## src/rtl/fifo_reader.sv

```systemverilog
`default_nettype none
// ============================================================================
//  Module      : fifo_reader
//  Description : Read-side burst controller for a synchronous FIFO. Tracks a
//                shadow occupancy count from the observed write strobe, pops
//                the requested number of words, and streams them through a
//                two-entry skid buffer on a valid/ready interface with a last
//                marker. Optional handshake statistics are enabled by defining
//                FIFO_READER_STATS_EN, which adds the word_cnt output.
//  Revision    : 1.0 - initial release
// ============================================================================
module fifo_reader #(
    parameter int DW = 32,
    parameter int AW = 9,
    parameter int RS = 512,
    parameter int LW = 16
) (
    input  logic          clk,
    input  logic          rst,
    input  logic          fifo_push,
    output logic          fifo_pop,
    input  logic [DW-1:0] fifo_dout,
    input  logic          req_valid,
    input  logic [LW-1:0] req_len,
    output logic          req_ready,
    input  logic          abort,
    output logic          out_valid,
    input  logic          out_ready,
    output logic [DW-1:0] out_data,
    output logic          out_last,
    output logic          done,
    output logic          err_ovf
`ifdef FIFO_READER_STATS_EN
    ,
    output logic [31:0]   word_cnt
`endif
);

    typedef enum logic [1:0] {
        S_IDLE  = 2'd0,
        S_BURST = 2'd1,
        S_DRAIN = 2'd2,
        S_DONE  = 2'd3
    } state_t;

    localparam logic [AW:0] c_lvl_max = (AW+1)'(RS);

    state_t        r_state;
    state_t        w_state_nxt;
    logic [AW:0]   r_lvl;
    logic [LW-1:0] r_rem;
    logic [1:0]    r_buf_cnt;
    logic [DW-1:0] r_head_data;
    logic [DW-1:0] r_tail_data;
    logic          r_head_last;
    logic          r_tail_last;
    logic          r_err_ovf;

    logic          w_pop;
    logic          w_leave;
    logic          w_flush;
    logic          w_load;
    logic [1:0]    w_wr_pos;

    // A word leaves the head whenever the buffer is non-empty and accepted.
    assign w_leave  = (r_buf_cnt != 2'd0) && out_ready;
    // After an optional departure, the next free slot is where a popped word lands.
    assign w_wr_pos = r_buf_cnt - {1'b0, w_leave};

    assign fifo_pop  = w_pop;
    assign out_valid = (r_buf_cnt != 2'd0);
    assign out_data  = r_head_data;
    assign out_last  = r_head_last;
    assign err_ovf   = r_err_ovf;

    // Next-state and control decode; pop uses only registered terms plus abort.
    always_comb begin
        w_state_nxt = r_state;
        w_pop       = 1'b0;
        w_flush     = 1'b0;
        w_load      = 1'b0;
        req_ready   = 1'b0;
        done        = 1'b0;
        case (r_state)
            S_IDLE: begin
                req_ready = 1'b1;
                if (req_valid) begin
                    w_load      = 1'b1;
                    w_state_nxt = (req_len == '0) ? S_DONE : S_BURST;
                end
            end
            S_BURST: begin
                if (abort) begin
                    w_flush     = 1'b1;
                    w_state_nxt = S_IDLE;
                end else begin
                    w_pop = (r_lvl != '0) && (r_rem != '0) && (r_buf_cnt != 2'd2);
                    if (w_pop && (r_rem == LW'(1))) begin
                        w_state_nxt = S_DRAIN;
                    end
                end
            end
            S_DRAIN: begin
                if (abort) begin
                    w_flush     = 1'b1;
                    w_state_nxt = S_IDLE;
                end else if ((r_buf_cnt == 2'd0) || ((r_buf_cnt == 2'd1) && w_leave)) begin
                    // Enter DONE the cycle the buffer becomes empty.
                    w_state_nxt = S_DONE;
                end
            end
            S_DONE: begin
                done        = 1'b1;
                w_state_nxt = S_IDLE;
            end
            default: w_state_nxt = S_IDLE;
        endcase
        if (rst) begin
            w_pop     = 1'b0;
            req_ready = 1'b0;
            done      = 1'b0;
        end
    end

    // State register.
    always_ff @(posedge clk) begin
        if (rst) r_state <= S_IDLE;
        else     r_state <= w_state_nxt;
    end

    // Shadow FIFO occupancy and sticky overflow flag.
    always_ff @(posedge clk) begin
        if (rst) begin
            r_lvl     <= '0;
            r_err_ovf <= 1'b0;
        end else begin
            case ({fifo_push, w_pop})
                2'b10: begin
                    if (r_lvl == c_lvl_max) r_err_ovf <= 1'b1;
                    else                    r_lvl     <= r_lvl + 1'b1;
                end
                2'b01:   r_lvl <= r_lvl - 1'b1;
                default: r_lvl <= r_lvl;
            endcase
        end
    end

    // Remaining words to pop in the current burst.
    always_ff @(posedge clk) begin
        if (rst || w_flush) r_rem <= '0;
        else if (w_load)    r_rem <= req_len;
        else if (w_pop)     r_rem <= r_rem - 1'b1;
    end

    // Two-entry skid buffer: shift on departure, capture popped word at the tail.
    always_ff @(posedge clk) begin
        if (rst || w_flush) begin
            r_buf_cnt   <= 2'd0;
            r_head_data <= '0;
            r_tail_data <= '0;
            r_head_last <= 1'b0;
            r_tail_last <= 1'b0;
        end else begin
            if (w_leave) begin
                r_head_data <= r_tail_data;
                r_head_last <= r_tail_last;
            end
            if (w_pop) begin
                if (w_wr_pos == 2'd0) begin
                    r_head_data <= fifo_dout;
                    r_head_last <= (r_rem == LW'(1));
                end else begin
                    r_tail_data <= fifo_dout;
                    r_tail_last <= (r_rem == LW'(1));
                end
            end
            r_buf_cnt <= r_buf_cnt + {1'b0, w_pop} - {1'b0, w_leave};
        end
    end

`ifdef FIFO_READER_STATS_EN
    logic [31:0] r_word_cnt;
    assign word_cnt = r_word_cnt;

    // Saturating count of completed output handshakes; survives abort.
    always_ff @(posedge clk) begin
        if (rst) begin
            r_word_cnt <= '0;
        end else if (out_valid && out_ready && (r_word_cnt != 32'hFFFF_FFFF)) begin
            r_word_cnt <= r_word_cnt + 1'b1;
        end
    end
`endif

endmodule
`default_nettype wire

```

## config.mk

```make
export PLATFORM = sky130hd
export DESIGN_NAME = fifo_reader
export DESIGN_NICKNAME = d
export VERILOG_FILES = /design/src/rtl/fifo_reader.sv
export SDC_FILE = /design/constraint.sdc
export NUM_CORES = 1
export LEC_CHECK = 0
export CORE_MARGIN = 4
export CORE_UTILIZATION = 52
export CTS_CLUSTER_SIZE = 25
export DETAILED_ROUTE_END_ITERATION = 12
export GPL_TIMING_DRIVEN = 0
export PLACE_DENSITY_LB_ADDON = 0.12
export RECOVER_POWER = 100
export SLEW_MARGIN = 20
export SYNTH_ARGS = -nofsm -noshare
export SYNTH_HDL_FRONTEND = slang
export SYNTH_SLANG_ARGS = --single-unit
```

## constraint.sdc

```tcl
create_clock -name clk -period 3.5 [get_ports clk]
set_clock_uncertainty 0.05 [all_clocks]
set_input_delay 1.05 -clock clk [delete_from_list [all_inputs] [get_ports clk]]
set_output_delay 1.05 -clock clk [all_outputs]
set_load 0.005 [all_outputs]
```

Yosys cells after proc, flatten, opt, wreduce, memory -nomap -nowiden. Cells that the tools add are included.

Flip-flop bits (word level): 97. Input port bits: 54.

Add/sub/neg operators: 6. Equal/unequal tests: 13. Mux-type cells: 28. Bitwise operators: 1. Reduce and logical (&&, ||, !) cells: 21.

Operators with widths (count): two-way mux 32 bit (3); two-way mux 16 bit (2); case mux 10 bit (2 select lines) (1); == test 16 x 1 -> 1 bit (second input constant) (1); logical NOT 16 bit (1); nonzero test 16 bit (1); subtractor 16 x 1 -> 16 bit (second input constant) (1); two-way mux 1 bit (14); two-way mux 2 bit (6); adder 10 x 1 -> 10 bit (second input constant) (1); == test 10 bit (second input constant) (1); two-way mux 10 bit (1); nonzero test 10 bit (1); subtractor 10 x 1 -> 10 bit (second input constant) (1); case mux 2 bit (4 select lines) (1); == test 2 x 1 -> 1 bit (second input constant) (3); == test 2 bit (second input constant) (3); logical NOT 2 bit (3); inequality test 2 bit (second input constant) (3); inequality test 3 bit (second input constant) (2); AND reduction 2 bit (3); nonzero test 2 bit (3); logical AND 1 bit (5); subtractor 2 x 1 -> 2 bit (2); 5 further kinds (6).

Depth between registers and ports, before layout.
Word-level depth: 9. Mapped depth: 14.

Least setup slack after synthesis. No wires, ideal clock.

Path type: input to register. Start: in abort. End: reg r_lvl[8]. Setup time: 86 ps. Data arrival time: 3074 ps. Required time: 3364 ps. Setup slack: 290 ps. Cell stages on the path: 11. Cell sequence: nor3b_1 and2_1 and4b_1 buf_6 xor2_1 ha_1 nor4_1 and2_1 o41ai_1 xnor2_1 a211oi_1.

Cells in the longest elaborated chain, start to end: 6.

RTL lines: start, declared (line 26) `input logic abort,`; two-way mux 1 bit * (line 93) `if (abort) begin`; two-way mux 1 bit * (line 84) `case (r_state)`; two-way mux 1 bit * (line 118) `if (rst) begin`; == test 2 bit / == test 2 x 1 -> 1 bit (equally long branches) (line 137) `case ({fifo_push, w_pop})`; inequality test 2 bit (no line) / nonzero test 2 bit (equally long branches); AND reduction 2 bit (no line); end signal, assigned (line 140) `else r_lvl <= r_lvl + 1'b1;`; end signal, assigned (line 142) `2'b01: r_lvl <= r_lvl - 1'b1;`; end signal, assigned (line 143) `default: r_lvl <= r_lvl;`; end, declared (line 50) `logic [AW:0] r_lvl;`.

Every way passes the cells marked *; elsewhere a longest branch is shown, timed or not. A chain may end at the register's enable or synchronous reset.

Worst setup path in the final report.
Start: in abort. End: out fifo_pop.

Cells in the longest elaborated chain, start to end: 3.

RTL lines: two-way mux 1 bit (line 93); two-way mux 1 bit (line 84); two-way mux 1 bit (line 118); end, declared (line 21) `output logic fifo_pop,`.

No other way between the ends.

==> flow_summary.html <==
<table>
<tr><th>Metric</th><th>Value</th></tr>
<tr><th colspan="2">Power</th></tr>
<tr><td>Power density relative to cell area</td><td>516 nW/um2</td></tr>
<tr><td>Combinational fraction of design power</td><td>0.334</td></tr>
<tr><td>Sequential share of power</td><td>0.436</td></tr>
<tr><td>Switching power summed over all nets</td><td>approximately 1100 uW</td></tr>
<tr><td>Switching portion of total power</td><td>0.360</td></tr>
<tr><td>Total leakage power</td><td>0.00278 uW</td></tr>
<tr><td>Worst vdd ir</td><td>a little under 0.0003 V</td></tr>
<tr><td>Design internal power</td><td>slightly below 2000 uW</td></tr>
<tr><td>Clock share of power</td><td>0.230</td></tr>
<tr><th colspan="2">Logic synthesis</th></tr>
<tr><td>Area share of the largest cell type after synthesis</td><td>0.408</td></tr>
<tr><td>EDFF count, synth</td><td>0</td></tr>
<tr><td>Total number of yosys warnings</td><td>0</td></tr>
<tr><td>Post-synthesis instance area</td><td>about 4800 um2</td></tr>
<tr><td>Synthesized netlist net count</td><td>569</td></tr>
<tr><td>Post-synth cell types</td><td>56</td></tr>
<tr><td>Synth top area cells</td><td>dfxtp_1 (41%), mux2i_1 (14%), nor2_1 (7.6%)</td></tr>
<tr><td>Cells after synthesis</td><td>504</td></tr>
<tr><td>Proportion of synthesized area in mux cells</td><td>0.155</td></tr>
<tr><td>Share of synthesized cell area in and, or, nand and nor gates</td><td>0.202</td></tr>
<tr><td>Flops &amp; latches, synth</td><td>97</td></tr>
<tr><td>Fraction of the mapped netlist area in adder cells</td><td>0.0289</td></tr>
<tr><td>Fraction of registers with async set/reset</td><td>0</td></tr>
<tr><td>Post-synth top area cell</td><td>dfxtp_1</td></tr>
<tr><td>Synthesized-area fraction occupied by ao, oa, aoi and oai cells</td><td>0.120</td></tr>
<tr><td>Most used flip-flop cell after synthesis</td><td>dfxtp_1</td></tr>
<tr><td>Sequential cell area fraction in the yosys report</td><td>0.408</td></tr>
<tr><td>Combinational family with the most area after synthesis</td><td>simple AND/OR/NAND/NOR gates</td></tr>
<tr><td>Share of the synthesized netlist area taken by xor and xnor gates</td><td>0.0386</td></tr>
<tr><td>Synthesized area per cell</td><td>around 9.4 um2</td></tr>
<tr><th colspan="2">Critical path</th></tr>
<tr><td>Cell with the largest stage delay on the worst path</td><td>clkdlybuf4s50_1</td></tr>
<tr><td>Crit Path Max Fanout</td><td>6</td></tr>
<tr><td>Category of the worst setup path launch point</td><td>input pin</td></tr>
<tr><td>Kind of capture point of the worst setup path</td><td>output pin</td></tr>
<tr><td>Worst setup path category</td><td>in -&gt; out</td></tr>
<tr><td>Maximum cell stage delay along the critical path</td><td>0.50 ns</td></tr>
<tr><td>Cell breakdown of the critical path</td><td>clkbuf_1 &gt; nor3b_2 &gt; and2_4 &gt; nand3_4 &gt; inv_8 &gt; clkdlybuf4s50_1</td></tr>
<tr><td>CP Data Required Time</td><td>2.40 ns</td></tr>
<tr><td>Critical Path AT</td><td>2.31 ns</td></tr>
<tr><th colspan="2">Detailed routing</th></tr>
<tr><td>Count of antenna-violating nets left after detailed routing</td><td>0</td></tr>
<tr><td>Drt pass-1 iters</td><td>4</td></tr>
<tr><td>Initial DRC Count</td><td>137</td></tr>
<tr><td>Overall via count from detail_route</td><td>approximately 4,000</td></tr>
<tr><td>Mean number of vias per cell</td><td>5.57</td></tr>
<tr><td>Routed WL per cell</td><td>16.0 um</td></tr>
<tr><td>Final routed DRC violation total</td><td>0</td></tr>
<tr><td>Total wirelength of the detailed-routed design</td><td>between 10 and 15 mm</td></tr>
<tr><th colspan="2">Die</th></tr>
<tr><td>Initial cell density of the core</td><td>0.540</td></tr>
<tr><td>Total I/O pin count</td><td>92</td></tr>
<tr><td>Core box area</td><td>8810 um2</td></tr>
<tr><td>Die Area</td><td>10,700 um2</td></tr>
<tr><td>Die Ht</td><td>between 100 and 150 um</td></tr>
<tr><td>FP Rows</td><td>34</td></tr>
<tr><td>Die width</td><td>roughly 100 um</td></tr>
<tr><th colspan="2">STA</th></tr>
<tr><td>Actual transition at the worst max-transition pin</td><td>0.582 ns</td></tr>
<tr><td>Relative slew slack</td><td>0.612</td></tr>
<tr><td>Final Hold Fails</td><td>0</td></tr>
<tr><td>Unrepaired setup endpoints after global routing</td><td>false</td></tr>
<tr><td>Count of final max-slew check failures</td><td>0</td></tr>
<tr><td>Setup violations, final</td><td>0</td></tr>
<tr><td>Final period utilization</td><td>0.975</td></tr>
<tr><td>Final period demand of the worst path</td><td>around 3.4 ns</td></tr>
<tr><td>Min setup slack post-route</td><td>0.0886 ns</td></tr>
<tr><td>Fmax</td><td>293 MHz</td></tr>
<tr><th colspan="2">Global routing</th></tr>
<tr><td>Number of global-route vias before repair</td><td>4,085</td></tr>
<tr><td>Antenna violations before repair</td><td>0</td></tr>
<tr><td>Wire length of the first global-routing pass</td><td>19.3 mm</td></tr>
<tr><td>Global route overflow</td><td>0</td></tr>
<tr><td>Combined global-route utilization of all metal layers</td><td>0.212</td></tr>
<tr><td>Pin count of the biggest net entering global routing</td><td>19</td></tr>
<tr><th colspan="2">Final layout</th></tr>
<tr><td>Final non-filler cell area</td><td>5980 um2</td></tr>
<tr><td>Net count, final</td><td>673</td></tr>
<tr><td>Count of antenna diodes in the layout</td><td>0</td></tr>
<tr><td>Core Util, Final</td><td>0.680</td></tr>
<tr><td>Count of fill cells added during filler insertion</td><td>701</td></tr>
<tr><td>Area Growth Syn to Fin</td><td>25.7%</td></tr>
<tr><td>Fraction of layout cells with a size suffix above 1</td><td>0.0865</td></tr>
<tr><th colspan="2">Clock network</th></tr>
<tr><td>Hold bufs inserted after CTS</td><td>0</td></tr>
<tr><td>Clock tree from TritonCTS</td><td>yes</td></tr>
<tr><td>Clock transition at path regs</td><td>around 0.10 ns</td></tr>
<tr><td>Count of clock tree sinks</td><td>97</td></tr>
<tr><td>CTS H-Tree Depth</td><td>3</td></tr>
<tr><td>Clock Tree Root</td><td>clkbuf_8</td></tr>
<tr><td>Num CTS Buffers</td><td>9</td></tr>
<tr><td>Insertion delay of the later-clocked pin in the worst-skew pair</td><td>0.36 ns</td></tr>
<tr><td>Max Buffers Root-to-Sink</td><td>2</td></tr>
<tr><th colspan="2">Run</th></tr>
<tr><td>Max Cap Viol</td><td>0</td></tr>
<tr><th colspan="2">Hold path</th></tr>
<tr><td>Worst min-delay path category</td><td>reg -&gt; reg</td></tr>
<tr><th colspan="2">Place</th></tr>
<tr><td>Worst setup slack before clock tree synthesis</td><td>-0.697 ns</td></tr>
<tr><td>Post-detail-place hpwl</td><td>8.39 mm</td></tr>
<tr><td>Cell area after placement</td><td>5800 um2</td></tr>
<tr><td>IO buf count</td><td>90</td></tr>
<tr><td>GPL Wtd Cong</td><td>0.860</td></tr>
<tr><th colspan="2">Status</th></tr>
<tr><td>Result of the run</td><td>completed</td></tr>
</table>
flip-flops by register name, indices dropped and copies added, names as in the netlist:
| signal | flops |
|---|---|
| err_ovf | 1 |
| r_tail_data | 32 |
| out_last | 1 |
| out_data | 32 |
| r_buf_cnt | 2 |
| r_tail_last | 1 |
| r_lvl | 10 |
| r_rem | 16 |
| r_state | 2 |
path summary, 6_finish.rpt:
path,to,cells after the start,slack [ns],start
setup reg to reg,r_lvl[8]$_SDFFE_PP0P_,13,0.31,r_rem[0]$_SDFFE_PP0P_
hold / removal,err_ovf$_SDFFE_PP0P_,2,0.43,err_ovf$_SDFFE_PP0P_
hold reg to reg,err_ovf$_SDFFE_PP0P_,2,0.43,err_ovf$_SDFFE_PP0P_
setup / recovery,fifo_pop,6,0.09,abort
routing by layer:
layer / global-route usage / vias to the layer above / wire, um
met5: 0 / - / 0
met4: 0.0779 / 0 / 277
met3: 0.0373 / 22 / 495
met2: 0.346 / 95 / 5310
met1: 0.283 / 1899 / 5470
li1: - / 2000 / -
synthesized netlist by cell type, drive strengths merged, types with 2 or more instances:
library cell and instances:
a211oi 39, a21oi 18, a22oi 2, a311oi 2, and2 4, and3 3, and4 3, buf 17
clkbuf 15, dfxtp 97, ha 11, inv 10, mux2 5, mux2i 68, nand2 11, nand3 8
nand3b 2, nand4 7, nor2 98, nor2b 7, nor3 5, nor3b 2, nor4 14, o21ai 16
or2b 3, or4 3, xnor2 12, xor2 9
cells by family (layout without fill, tap and decap cells):
group,after synthesis,after routing
and+or+nand+nor,175,175
DFF,97,97
AOI/OAI and AO/OA,85,85
muxes,73,73
buffers and inverters,42,151
xor gates and xnor gates,21,21
adders and majority gates,11,11
layout by cell type, fill, tap and decap left out, drive strengths merged, types with 14 or more instances in the layout:
master         synthesis  layout
dfxtp                 97      97
dlygate4sd3            0      38
clkbuf                15      32
a21oi                 18      18
o21ai                 16      16
inv                   10      14
mux2i                 68      68
nor2                  98      98
buf                   17      15
a211oi                39      39
clkdlybuf4s50          0      50
nor4                  14      14
power groups by stage:
stage | registers, uW | logic (uW) | clock network (uW)
final | 1350 | 1030 | 711
after floorplan | 1350 | 719 | 0
after CTS | 1350 | 1070 | 717
after detailed placement | 1370 | 1050 | 0
after global placement | 1360 | 1030 | 0
after global routing | 1360 | 1140 | 770
what timing repair did:
item | 4_1_cts | 5_1_grt
pin swaps | 2 | 2
setup endpoints to repair | 34 | 30
buffers inserted | 3 | 0
gates resized for setup | 10 | 3
hold endpoints to repair | 0 | 0
layout make-up:
type | count | area (um2) | share of cell area
Multi-Input combinational cell | 365 | 2580 | 0.431
Timing Repair Buffer | 93 | 905 | 0.151
Tap cell | 108 | 135 | 0.0226
Clock buffer | 10 | 138 | 0.0230
Buffer | 32 | 184 | 0.0307
Sequential cell | 97 | 1940 | 0.324
Inverter | 10 | 45.0 | 0.00753
Clock inverter | 6 | 55.1 | 0.00920
worst max-delay path, delay by kind of cell:
kind,cells,cell delay (ns)
simple gates,3,0.55
buf+inv,3,0.72
metrics by stage:
stage | cells | total power [uW] | hold WS (ns) | TNS, ns
after CTS | 721 | 3130 | 0.451 | 0
final | 721 | 3090 | 0.434 | 0
after global routing | 721 | 3270 | 0.490 | 0
after global placement | 702 | 2390 | 0.417 | -16.89
after floorplan | 504 | 2070 | 0.404 | 0
after detailed placement | 702 | 2420 | 0.427 | -20.53
(Power assumes the default switching activity.)
